**src/rtl/a0_trace_pkg.sv**
```systemverilog
// Shared types and constants for the a0 trace buffer.
// Optional feature macro: A0_TRACE_DROPCNT_EN (adds the drop_cnt output).
package a0_trace_pkg;

    localparam int PKG_TS_W   = 16;
    localparam int PKG_DATA_W = 32;
    localparam int DROPCNT_W  = 16;

    typedef struct packed {
        logic [PKG_TS_W-1:0]   ts;
        logic [PKG_DATA_W-1:0] a0;
    } trace_entry_t;

    // Increment that sticks at all-ones instead of wrapping.
    function automatic logic [DROPCNT_W-1:0] sat_inc(input logic [DROPCNT_W-1:0] v);
        return (&v) ? v : v + 1'b1;
    endfunction

endpackage

```
**src/rtl/trace_sync_fifo.sv**
```systemverilog
// First-word-fall-through synchronous FIFO holding {ts, a0} trace entries.
// The head slot is presented combinationally; the output reads zero while empty.
module trace_sync_fifo #(
    parameter int WIDTH = 48,
    parameter int DEPTH = 16
) (
    input  logic                     clk,
    input  logic                     rst,
    input  logic                     clr,
    input  logic                     push,
    input  logic                     pop,
    input  logic [WIDTH-1:0]         wdata,
    output logic [WIDTH-1:0]         rdata,
    output logic                     empty,
    output logic                     full,
    output logic [$clog2(DEPTH):0]   count
);

    localparam int AW = $clog2(DEPTH);
    localparam int CW = AW + 1;

    logic [WIDTH-1:0] mem [DEPTH];
    logic [AW-1:0]    wr_ptr;
    logic [AW-1:0]    rd_ptr;
    logic             do_wr;
    logic             do_rd;

    assign empty = (count == '0);
    assign full  = (count == CW'(DEPTH));

    // A write into a full FIFO is allowed only when the head leaves in the same cycle.
    assign do_rd = pop & ~empty & ~clr;
    assign do_wr = push & (~full | do_rd) & ~clr;

    // Pointers wrap naturally at DEPTH; clear rewinds both.
    always_ff @(posedge clk or negedge rst) begin
        if (!rst) begin
            wr_ptr <= '0;
            rd_ptr <= '0;
        end else if (clr) begin
            wr_ptr <= '0;
            rd_ptr <= '0;
        end else begin
            if (do_wr) wr_ptr <= wr_ptr + 1'b1;
            if (do_rd) rd_ptr <= rd_ptr + 1'b1;
        end
    end

    // Occupancy tracked separately from the pointers so full and empty are unambiguous.
    always_ff @(posedge clk or negedge rst) begin
        if (!rst) begin
            count <= '0;
        end else if (clr) begin
            count <= '0;
        end else begin
            case ({do_wr, do_rd})
                2'b10:   count <= count + 1'b1;
                2'b01:   count <= count - 1'b1;
                default: count <= count;
            endcase
        end
    end

    // Storage array; contents are don't-care until written, so no reset.
    always_ff @(posedge clk) begin
        if (do_wr) mem[wr_ptr] <= wdata;
    end

    assign rdata = empty ? '0 : mem[rd_ptr];

endmodule

```
**src/rtl/a0_trace_fifo.sv**
```systemverilog
// Captures every change of the CPU a0 result as a {timestamp, value} entry and
// streams the entries out over valid/ready. The CPU side never stalls: entries
// arriving while full are dropped and flagged on the sticky overflow output.
// Optional feature macro: A0_TRACE_DROPCNT_EN (adds a saturating drop_cnt output).
module a0_trace_fifo
    import a0_trace_pkg::*;
#(
    parameter int DATA_WIDTH = 32,
    parameter int DEPTH      = 16,
    parameter int TS_WIDTH   = 16
) (
    input  logic                     clk,
    input  logic                     rst,
    input  logic                     cap_en,
    input  logic [DATA_WIDTH-1:0]    a0_in,
    input  logic                     clr,
    output logic                     out_valid,
    input  logic                     out_ready,
    output logic [DATA_WIDTH-1:0]    out_a0,
    output logic [TS_WIDTH-1:0]      out_ts,
    output logic [$clog2(DEPTH):0]   count,
    output logic                     overflow
`ifdef A0_TRACE_DROPCNT_EN
    ,
    output logic [DROPCNT_W-1:0]     drop_cnt
`endif
);

    logic [TS_WIDTH-1:0]            ts;
    logic [DATA_WIDTH-1:0]          last_a0;
    logic                           change;
    logic                           push;
    logic                           pop;
    logic                           drop;
    logic                           fifo_empty;
    logic                           fifo_full;
    logic [TS_WIDTH+DATA_WIDTH-1:0] head;

    // Free-running cycle stamp and previous a0 for change detection; neither is touched by clr.
    always_ff @(posedge clk or negedge rst) begin
        if (!rst) begin
            ts      <= '0;
            last_a0 <= '0;
        end else begin
            ts      <= ts + 1'b1;
            last_a0 <= a0_in;
        end
    end

    assign change = (a0_in != last_a0);
    assign push   = change & cap_en & ~clr;
    assign pop    = out_valid & out_ready;
    assign drop   = push & fifo_full & ~pop;

    // Sticky loss flag, cleared only by clr or reset.
    always_ff @(posedge clk or negedge rst) begin
        if (!rst)      overflow <= 1'b0;
        else if (clr)  overflow <= 1'b0;
        else if (drop) overflow <= 1'b1;
    end

`ifdef A0_TRACE_DROPCNT_EN
    // Counts dropped entries, holding at all-ones rather than wrapping.
    always_ff @(posedge clk or negedge rst) begin
        if (!rst)      drop_cnt <= '0;
        else if (clr)  drop_cnt <= '0;
        else if (drop) drop_cnt <= sat_inc(drop_cnt);
    end
`endif

    trace_sync_fifo #(
        .WIDTH (TS_WIDTH + DATA_WIDTH),
        .DEPTH (DEPTH)
    ) u_fifo (
        .clk   (clk),
        .rst   (rst),
        .clr   (clr),
        .push  (push),
        .pop   (pop),
        .wdata ({ts, a0_in}),
        .rdata (head),
        .empty (fifo_empty),
        .full  (fifo_full),
        .count (count)
    );

    assign out_valid = ~fifo_empty;
    assign out_ts    = head[TS_WIDTH+DATA_WIDTH-1:DATA_WIDTH];
    assign out_a0    = head[DATA_WIDTH-1:0];

endmodule

```
**config.mk**
```make
export PLATFORM = sky130hd
export DESIGN_NAME = a0_trace_fifo
export DESIGN_NICKNAME = d
export VERILOG_FILES = /design/src/rtl/a0_trace_pkg.sv /design/src/rtl/trace_sync_fifo.sv /design/src/rtl/a0_trace_fifo.sv
export SDC_FILE = /design/constraint.sdc
export NUM_CORES = 1
export LEC_CHECK = 0
export ABC_AREA = 0
export BUFFER_PORTS_ARGS = -buffer_cell sky130_fd_sc_hd__buf_2
export CAP_MARGIN = 20
export CELL_PAD_IN_SITES_DETAIL_PLACEMENT = 0
export CELL_PAD_IN_SITES_GLOBAL_PLACEMENT = 1
export CORE_MARGIN = 2
export CORE_UTILIZATION = 50
export CTS_CLUSTER_DIAMETER = 120
export CTS_CLUSTER_SIZE = 30
export DETAILED_ROUTE_END_ITERATION = 12
export PLACE_DENSITY_LB_ADDON = 0.1
export SYNTH_ARGS = -nofsm -noshare
export SYNTH_HDL_FRONTEND = slang
export SYNTH_SLANG_ARGS = --single-unit
```
**constraint.sdc**
```tcl
create_clock -name clk -period 8.3 [get_ports clk]
set_input_delay 1.66 -clock clk [delete_from_list [all_inputs] [get_ports clk]]
set_output_delay 1.66 -clock clk [all_outputs]
set_load 0.03 [all_outputs]
```
==> impl_metrics.py <==
metrics = {
    "timing": {
        "worst_slew_pin_slew_ps": 1150,
        "finalClockSkew_ps": 37.4,
        "drv_slew": 0,
        "final_hold_viol_count": 0,
        "fmax_mhz": 157,
        "rsz0062_at_grt": "no",
        "slew_headroom_pct": 22.7,
        "period_share_pct": 76.6,
        "setup_viol": 0,
        "fin_crit_ps": 6360,
        "fin_setup_tns_ps": 0,
    },
    "setup_path": {
        "cp-end-kind": "primary output",
        "path_class": "reg -> out",
        "critPathArrivalTime_ps": 4700,
        "path_cells": "buf_4, and2_2, buf_4, a21oi_1, o21ai_0, o22ai_1, a211oi_1, buf_2",
        "critPathMaxFanout": 30,
        "r2r_cells": 13,
        "path_common_cell": "buf_4",
        "cpMaxStageDelayCell": "dfrtp_2",
        "start_kind": "flop",
        "worstPathRequired_ps": 6640,
        "max_stage_delay_ps": 960,
    },
    "placement": {
        "portBuffers": 91,
        "place_congestion": 0.718,
        "place_hpwl_um": 38100,
        "place_area_um2": 33700,
    },
    "grt": {
        "grt_pass1_vias": 15923,
        "overflow": 0,
        "grt_pass1_wl_um": 110000,
        "grt.total_usage_pct": 22.5,
        "antenna_found_initial": 3,
        "grt_max_degree": 98,
    },
    "floorplan": {
        "boundaryPins": 92,
        "core_um2": 64100,
        "rows": 93,
        "fp.dieH_um": 258,
        "die_x_um": 258,
        "initial_utilization_pct": 50.2,
        "die_area_um2": 66500,
    },
    "final_layout": {
        "nFillCells": 5060,
        "nets": 1796,
        "final_area_um2": 34600,
        "layout_commonest_cell": "edfxtp_1",
        "area_growth_pct": 7.54,
        "layout-drive-gt1-share_pct": 19.2,
        "mostFrequentLayoutCells": "768 x edfxtp_1, 144 x mux2i_1, 96 x mux4_2",
    },
    "logic_synthesis": {
        "synth_compound_area_share_pct": 5.27,
        "synth_seq_area_share_pct": 76.4,
        "ys_ff_latch": 830,
        "synth_xor_area_share_pct": 1.36,
        "yosysWarnings": 0,
        "synthFlopType": "edfxtp_1",
        "ys_async_sr_fraction_pct": 7.47,
        "synth-simple-area-share_pct": 2.06,
        "netlist_area_um2": 32200,
        "synthAdderAreaFrac_pct": 0.412,
        "ys_types": 43,
        "synth.area.mux_share_pct": 13.1,
        "synthCells": 1679,
        "synth_top_family_by_area": "multiplexers",
        "synth_nets": 1726,
        "avgSynthCellArea_um2": 19.2,
        "synth_edf_count": 768,
    },
    "run_status": {
        "status": "completed",
    },
    "hold_path": {
        "hold_class": "reg -> reg",
        "worstHoldPathCells": 2,
    },
    "routing": {
        "first_pass_iters": 5,
        "antenna_left": 0,
        "vias_per_cell": 5.97,
        "first_iter_violations": 1353,
        "routedWlPerCell_um": 28.5,
        "drc": 0,
        "wl_um": 74800,
        "vias": 15696,
    },
    "cts": {
        "path_clk_slew_ps": 120,
        "cts_hold_repair.buffers": 0,
        "post_cts_resize_count": 0,
        "clock-sinks": 830,
        "cts_buffers": 31,
        "cts_setup_buffers": 0,
        "cts_tree": "built",
        "insertion_delay_ps": 660,
        "h-tree-depth": 1,
        "root_buffer": "clkbuf_16",
        "clockBufferDepth": 3,
    },
    "pwr": {
        "p_leak_nw": 10.5,
        "irDropWorstVdd_mv": 0.178,
        "power.density_nw_per_um2": 251,
    },
    "flow_run": {
        "drv_cap": 0,
    },
}
==> per-stage QoR <==
step	hold WS [ps]	setup WS, ps	std cells	util, %	total power [mW]
finish	520	1940	2630	54.0	8.68
global route	569	1790	2629	54.0	9.01
CTS	531	1910	2629	54.0	8.78
detailed placement	502	2620	2571	52.6	6.89
global placement	504	2650	2571	52.6	6.87
floorplan	531	363	1679	-	6.25
==> cell type report <==
class	instances	area, um^2	share of cell area (%)
antenna	1	2.50	0.00723
clock buffer	56	870	2.51
clock inverter	2	20.0	0.0578
inverter	10	37.5	0.108
multi-input combinational	748	7260	21.0
sequential	830	24600	71.1
tap	855	1070	3.09
timing repair buffer	128	748	2.16
==> synth_stat cells, types with 2 or more instances <==
| library cell | n | share of area, % |
|---|---|---|
| edfxtp_1 | 768 | 72 |
| mux2i_1 | 144 | 4.5 |
| mux4_2 | 96 | 6.7 |
| dfrtp_1 | 62 | 4.8 |
| nand2_1 | 60 | 0.70 |
| a21oi_1 | 53 | 0.82 |
| o21ai_0 | 53 | 0.82 |
| a211oi_1 | 49 | 1.1 |
| mux2_2 | 49 | 1.7 |
| o221ai_1 | 48 | 1.3 |
| o22ai_1 | 48 | 0.93 |
| clkbuf_1 | 41 | 0.48 |
| xor2_1 | 38 | 1.0 |
| buf_2 | 33 | 0.51 |
| buf_1 | 15 | 0.17 |
| nor2_1 | 14 | 0.16 |
| nor4_1 | 13 | 0.25 |
| xnor2_1 | 12 | 0.33 |
| nand3_1 | 11 | 0.17 |
| and2_1 | 10 | 0.19 |
| inv_1 | 10 | 0.12 |
| ha_1 | 9 | 0.35 |
| nor4b_1 | 6 | 0.16 |
| and3_1 | 5 | 0.097 |
| mux2_4 | 5 | 0.23 |
| nor2b_1 | 4 | 0.078 |
| nand4_1 | 3 | 0.058 |
| nor3_1 | 3 | 0.047 |
| buf_4 | 2 | 0.047 |
| nand2b_1 | 2 | 0.039 |
==> routing by layer <==
layer	wire (um)	vias up	GRT usage, %
li1	-	6932	-
met1	32600	8374	31.7
met2	38500	316	39.4
met3	2520	70	2.02
met4	1210	4	3.50
met5	27	-	0
==> logic make-up after synthesis <==
| logic type | after synthesis |
|---|---|
| DFF | 830 |
| buffers and inverters | 101 |
| and+or+nand+nor | 135 |
| xor gates and xnor gates | 50 |
| adders and majority gates | 10 |
| muxes | 294 |
| AOI/OAI and AO/OA | 259 |
==> report_power, final <==
group	internal (mW)	total, mW	switching, mW
clock	0.724	1.93	1.21
combinational	0.771	2.03	1.26
sequential	4.60	4.72	0.112
total	6.10	8.68	2.58
==> final timing paths <==
check	start	endpoint	slack [ps]
worst max-delay path	u_fifo.rd_ptr[2]	out_a0[11]	1940
worst min-delay path	overflow	overflow	520
worst max register to register	last_a0[19]	u_fifo.count[4]	4290
worst min register to register	overflow	overflow	520
max in group asynchronous	rst	last_a0[12]	6360
min in group asynchronous	rst	ts[5]	960
==> critical path, delay by kind of cell (launching register included) <==
family,cells,cell delay [ps]
and+or+nand+nor,1,930
AOI/OAI and AO/OA,4,790
DFF,1,960
buffers and inverters,3,1320
==> registers in the layout, indices dropped and copies added, names as in the netlist <==
signal	flops
u_fifo.wr_ptr	4
overflow	1
ts	16
u_fifo.mem	768
u_fifo.count	5
u_fifo.rd_ptr	4
last_a0	32
Power figures use the tool's default switching activity.
